[src/rtl/operand_loader.sv]
// Fetches a 2x2 operand tile from the unified buffer and presents it as weights or as a row stream.
// Build option: define OPLOAD_SKEW_EN for a systolically skewed input stream.
module operand_loader #(
    parameter int unsigned DATA_W = 8,
    parameter int unsigned ADDR_W = 13
) (
    input  logic              clk,
    input  logic              reset,
    input  logic [ADDR_W-1:0] base_address,
    input  logic              load_weight,
    input  logic              load_input,
    output logic              mem_rd_en,
    output logic [ADDR_W-1:0] mem_addr,
    input  logic [DATA_W-1:0] mem_rdata,
    output logic [DATA_W-1:0] weight_00,
    output logic [DATA_W-1:0] weight_01,
    output logic [DATA_W-1:0] weight_10,
    output logic [DATA_W-1:0] weight_11,
    output logic              weight_valid,
    output logic [DATA_W-1:0] input_row0,
    output logic [DATA_W-1:0] input_row1,
    output logic              input_valid0,
    output logic              input_valid1,
    output logic              busy,
    output logic              done
);

    localparam int unsigned CNT_W = 3;
`ifdef OPLOAD_SKEW_EN
    localparam logic [CNT_W-1:0] IN_LAST = CNT_W'(2);
`else
    localparam logic [CNT_W-1:0] IN_LAST = CNT_W'(1);
`endif

    typedef enum logic [1:0] {IDLE, FETCH, EMIT, DONE} state_t;

    state_t                       state_q, state_d;
    logic [CNT_W-1:0]             cnt_q, cnt_d;
    logic                         is_w_q, is_w_d;
    logic                         arm_q;
    logic                         lw_q, li_q;
    logic [ADDR_W-1:0]            addr_q, addr_d;
    logic                         rd_en_q, rd_en_d;
    logic [3:0][DATA_W-1:0]       tile_q, tile_d;
    logic [DATA_W-1:0]            w00_q, w01_q, w10_q, w11_q;
    logic [DATA_W-1:0]            w00_d, w01_d, w10_d, w11_d;
    logic                         wv_q, wv_d;
    logic [DATA_W-1:0]            row0_q, row0_d, row1_q, row1_d;
    logic                         v0_q, v0_d, v1_q, v1_d;
    logic                         busy_q, busy_d;
    logic                         done_q, done_d;
    logic                         trig_w, trig_i;

    // arm_q blocks a line that was already high across reset release from triggering.
    assign trig_w = arm_q & load_weight & ~lw_q;
    assign trig_i = arm_q & load_input & ~li_q;

    always_ff @(posedge clk or posedge reset) begin
        if (reset) begin
            state_q <= IDLE;
            cnt_q   <= '0;
            is_w_q  <= 1'b0;
            arm_q   <= 1'b0;
            lw_q    <= 1'b0;
            li_q    <= 1'b0;
            addr_q  <= '0;
            rd_en_q <= 1'b0;
            tile_q  <= '0;
            w00_q   <= '0;
            w01_q   <= '0;
            w10_q   <= '0;
            w11_q   <= '0;
            wv_q    <= 1'b0;
            row0_q  <= '0;
            row1_q  <= '0;
            v0_q    <= 1'b0;
            v1_q    <= 1'b0;
            busy_q  <= 1'b0;
            done_q  <= 1'b0;
        end else begin
            state_q <= state_d;
            cnt_q   <= cnt_d;
            is_w_q  <= is_w_d;
            arm_q   <= 1'b1;
            lw_q    <= load_weight;
            li_q    <= load_input;
            addr_q  <= addr_d;
            rd_en_q <= rd_en_d;
            tile_q  <= tile_d;
            w00_q   <= w00_d;
            w01_q   <= w01_d;
            w10_q   <= w10_d;
            w11_q   <= w11_d;
            wv_q    <= wv_d;
            row0_q  <= row0_d;
            row1_q  <= row1_d;
            v0_q    <= v0_d;
            v1_q    <= v1_d;
            busy_q  <= busy_d;
            done_q  <= done_d;
        end
    end

    // Next state plus the value every registered output takes in the following cycle.
    always_comb begin
        state_d = state_q;
        cnt_d   = cnt_q;
        is_w_d  = is_w_q;
        addr_d  = '0;
        rd_en_d = 1'b0;
        tile_d  = tile_q;
        w00_d   = w00_q;
        w01_d   = w01_q;
        w10_d   = w10_q;
        w11_d   = w11_q;
        wv_d    = 1'b0;
        row0_d  = '0;
        row1_d  = '0;
        v0_d    = 1'b0;
        v1_d    = 1'b0;
        busy_d  = busy_q;
        done_d  = 1'b0;

        case (state_q)
            IDLE: begin
                if (trig_w || trig_i) begin
                    state_d = FETCH;
                    is_w_d  = trig_w;
                    cnt_d   = '0;
                    addr_d  = base_address;
                    rd_en_d = 1'b1;
                    busy_d  = 1'b1;
                end
            end
            FETCH: begin
                cnt_d = cnt_q + CNT_W'(1);
                if (cnt_q < CNT_W'(3)) begin
                    rd_en_d = 1'b1;
                    addr_d  = addr_q + ADDR_W'(1);
                end
                if (cnt_q != '0) begin
                    tile_d[2'(cnt_q - CNT_W'(1))] = mem_rdata;
                end
                // The last word is still on mem_rdata here, so it bypasses the tile buffer.
                if (cnt_q == CNT_W'(4)) begin
                    state_d = EMIT;
                    cnt_d   = '0;
                    if (is_w_q) begin
                        w00_d = tile_q[0];
                        w01_d = tile_q[1];
                        w10_d = tile_q[2];
                        w11_d = mem_rdata;
                        wv_d  = 1'b1;
                    end else begin
                        row0_d = tile_q[0];
                        v0_d   = 1'b1;
`ifndef OPLOAD_SKEW_EN
                        row1_d = tile_q[2];
                        v1_d   = 1'b1;
`endif
                    end
                end
            end
            EMIT: begin
                if (is_w_q || cnt_q == IN_LAST) begin
                    state_d = DONE;
                    cnt_d   = '0;
                    busy_d  = 1'b0;
                    done_d  = 1'b1;
                end else begin
                    cnt_d = cnt_q + CNT_W'(1);
                    if (cnt_q == '0) begin
                        row0_d = tile_q[1];
                        v0_d   = 1'b1;
`ifdef OPLOAD_SKEW_EN
                        row1_d = tile_q[2];
`else
                        row1_d = tile_q[3];
`endif
                        v1_d   = 1'b1;
                    end else begin
                        row1_d = tile_q[3];
                        v1_d   = 1'b1;
                    end
                end
            end
            DONE: begin
                state_d = IDLE;
            end
            default: begin
                state_d = IDLE;
            end
        endcase
    end

    assign mem_rd_en    = rd_en_q;
    assign mem_addr     = addr_q;
    assign weight_00    = w00_q;
    assign weight_01    = w01_q;
    assign weight_10    = w10_q;
    assign weight_11    = w11_q;
    assign weight_valid = wv_q;
    assign input_row0   = row0_q;
    assign input_row1   = row1_q;
    assign input_valid0 = v0_q;
    assign input_valid1 = v1_q;
    assign busy         = busy_q;
    assign done         = done_q;

endmodule

[config.mk]
export PLATFORM = sky130hd
export DESIGN_NAME = operand_loader
export DESIGN_NICKNAME = d
export VERILOG_FILES = /design/src/rtl/operand_loader.sv
export SDC_FILE = /design/constraint.sdc
export NUM_CORES = 1
export LEC_CHECK = 0
export CAP_MARGIN = 20
export CORE_MARGIN = 1.5
export CORE_UTILIZATION = 60
export DETAILED_ROUTE_END_ITERATION = 10
export DONT_BUFFER_PORTS = 1
export GPL_TIMING_DRIVEN = 0
export PLACE_DENSITY = 0.77
export SYNTH_ARGS = -nofsm -noshare
export SYNTH_HDL_FRONTEND = slang
export SYNTH_SLANG_ARGS = --single-unit
[constraint.sdc]
create_clock -name clk -period 4.95 [get_ports clk]
set_input_delay 0.99 -clock clk [delete_from_list [all_inputs] [get_ports clk]]
set_output_delay 0.99 -clock clk [all_outputs]
set_load 0.005 [all_outputs]
==> flow_summary.yaml <==
synth:
  synth_common_cells: "108 x dfrtp_1, 102 x nand2_1, 33 x mux2_2"
  synth_compound_area_frac: 0.08590
  ys_warn_count: 0
  async_flop_share: 1.000
  ys_ff_latch: 108
  muxShareOfSynthArea: 0.08786
  syn_area_sq_mm: 0.004472
  synth_top_family_by_area: "simple AND/OR/NAND/NOR gates"
  synthAdderAreaFrac: 0.02798
  yosysTopAreaCell: "dfrtp_1"
  syn-instance-count: 386
  yosysMostFrequentCell: "dfrtp_1"
  synth-main-ff-cell: "dfrtp_1"
  synth_top_area_frac: 0.6044
  synthSimpleGateAreaFrac: 0.1449
  syn_area_per_cell_sq_um: 11.58
  synth-xor-area-share: 0.02154
  syn_nets: 421
  synth-edff-count: 0
  ys_types: 38
  ys_seq_area_frac: 0.6044
  synth_area_leaders: "dfrtp_1 60%, nand2_1 8.6%, mux2_2 8.3%"
setup_path:
  crit_fanout: 10
  critPathKind: "flip-flop to flip-flop"
  cp-end-kind: "flip-flop"
  path_cells: "inv_1, ha_1, nand3_2, nor2_2, buf_4, a22oi_1, nor2b_1"
  cp_num_cells: 7
  arrival_ps: 2460
  cp.required_ps: 5240
  reg2regPathDepth: 7
  crit_path_top_delay_cell: "nor2_2"
  max_stage_delay_ps: 440
  r2r_slack_ps: 2790
  start_kind: "flip-flop"
  critical_path.top_delay_family: "simple AND/OR/NAND/NOR gates"
  path_buf_inv: 2
cts:
  cts_tree: "yes"
  insertion_delay_ps: 370
  htree_levels: 3
  cts.clk_slew.worst_paths_ps: 90
  hold_buffers: 0
  cts_buffers: 9
  cts-root-buf: "clkbuf_8"
  cts-resized-gates: 0
  clk_path_buf_depth: 2
  cts_setup_buffers: 0
  clkSinkCount: 108
placed_design:
  dp.cells: 486
  portBuffers: 0
  gp_congestion: 0.7732
  detailed_place_hpwl_mm: 6.173
job:
  cap_violations: 0
pwr:
  p_leak_nw: 2.292
  total_power_w: 0.002217
  powerDensity_mw_per_mm2: 458.5
  vdd_ir_drop_max_mv: 0.2645
floorplan:
  die-area_sq_mm: 0.007980
  start_util: 0.6198
  die_y_um: 89.33
  die_x_um: 89.33
  core_sq_mm: 0.007214
  core.rowCount: 31
  boundaryPins: 92
detailed_routing:
  drt_first_iter_violations: 133
  drt-total-wl_mm: 8.996
  postRouteAntennaNets: 0
  drc_errors: 0
  avgRoutedWirePerCell_um: 17.96
  first_pass_iters: 4
  vias_per_cell: 5.693
  num_vias: 2852
final_layout:
  final_nets: 433
  drive_gt1_frac: 0.1443
  area_growth_pct: 8.114
  n_fill_cell: 554
  insertedDiodeCount: 0
  final_cells: 501
  postLayoutCoreUtil: 0.6701
sta:
  fin_crit_ps: 2161
  finalClockSkew_ps: 13.30
  relSlewSlack: 0.6190
  fmax_mhz: 462.7
  drv_slew: 0
  finalCritPeriodShare: 0.4366
  rsz0062_at_grt: "false"
  hold_viol: 0
  tightest_slew_ps: 571.5
  finalSetupViolations: 0
  fin_setup_tns_ps: 0
global_route:
  grt_start_max_net_pins: 70
  grt_usage: 0.2384
  overflow: 0
  first_global_vias: 2765
  grt_first_pass_wirelength_mm: 13.99
  antenna_found_initial: 0
run_status:
  outcome: "complete, no violations"
worst_hold_path:
  whs_path_depth: 2
  hold_path.class: "flip-flop to flip-flop"
## metal layers
metal | up-vias | share of wire | GRT usage
met3 | 11 | 0.075 | 0.06556
met4 | 0 | 0.013 | 0.08671
met1 | 1432 | 0.44 | 0.3235
met2 | 93 | 0.47 | 0.3705
li1 | 1316 | - | -
met5 | - | 0 | 0
## worst register-to-register path, delay by kind of cell, from the launching register on
| family | cells | cell delay [ps] |
|---|---|---|
| and+or+nand+nor | 3 | 870 |
| DFF | 1 | 430 |
| buffers and inverters | 2 | 420 |
| adders and majority gates | 1 | 270 |
| AOI/OAI and AO/OA | 1 | 110 |
## registers in the layout, indices dropped and copies added (netlist names), 2 cells and up
signal      cells
weight_00       8
tile_q         32
weight_10       8
input_row0      8
cnt_q           3
state_q         2
input_row1      8
weight_11       8
weight_01       8
mem_addr       13
## cells in the final DEF, fill, tap and decap left out, drive strengths merged, types with 2 or more instances in the layout
cell type	instances
o21a	4
o2bb2ai	2
a21oi	2
dfrtp	108
a22oi	16
mux2	34
xnor2	5
nor2b	20
nor4	3
a22o	14
xor2	6
nor3	2
o21ai	4
nand2	102
nand4	2
a21boi	2
o211ai	2
ha	10
clkbuf	19
buf	5
nand3	6
nor2	6
inv	17
## path summary, 6_finish.rpt
check / start / to
min in group asynchronous: reset / mem_addr[7]
max: cnt_q[0] / input_row1[2]
min: tile_q[4] / weight_00[4]
max reg2reg: cnt_q[0] / input_row1[2]
max in group asynchronous: reset / busy
min reg2reg: tile_q[4] / weight_00[4]
## power by group
part / leakage (nW) / switching (W) / internal, W
Sequential: 1.37 / 0.000122 / 0.00103
Clock: 0.104 / 0.000295 / 0.000263
Combinational: 0.819 / 0.000274 / 0.000232
Total: 2.29 / 0.000691 / 0.00153
## stage by stage
| step | cell area [sq um] | setup WS [ps] | hold slack [ps] |
|---|---|---|---|
| floorplan | 4472 | 1114 | 455.6 |
| global placement | 4596 | 163.5 | 466.2 |
| detailed placement | 4626 | 2697 | 483.7 |
| CTS | 4835 | 2801 | 507.2 |
| global route | 4835 | 2598 | 532.0 |
| finish | 4835 | 2789 | 505.6 |
## logic make-up (layout without fill, tap and decap cells)
logic type / Yosys count / count (layout)
xor gates and xnor gates: 11 / 11
buffers and inverters: 28 / 44
muxes: 35 / 35
DFF: 108 / 108
and+or+nand+nor: 144 / 144
AOI/OAI and AO/OA: 49 / 49
adders and majority gates: 10 / 10
other: 1 / 1
## cell type report
type	instances	area [sq um]	area share
Buffer	12	58.81	0.01216
Clock buffer	11	151.4	0.03131
Clock inverter	4	57.56	0.01190
Inverter	16	62.56	0.01294
Multi-Input combinational cell	250	1650	0.3414
Sequential cell	108	2703	0.5590
Tap cell	99	123.9	0.02562
Timing Repair Buffer	1	27.53	0.005694
Power figures use the tool's default switching activity.
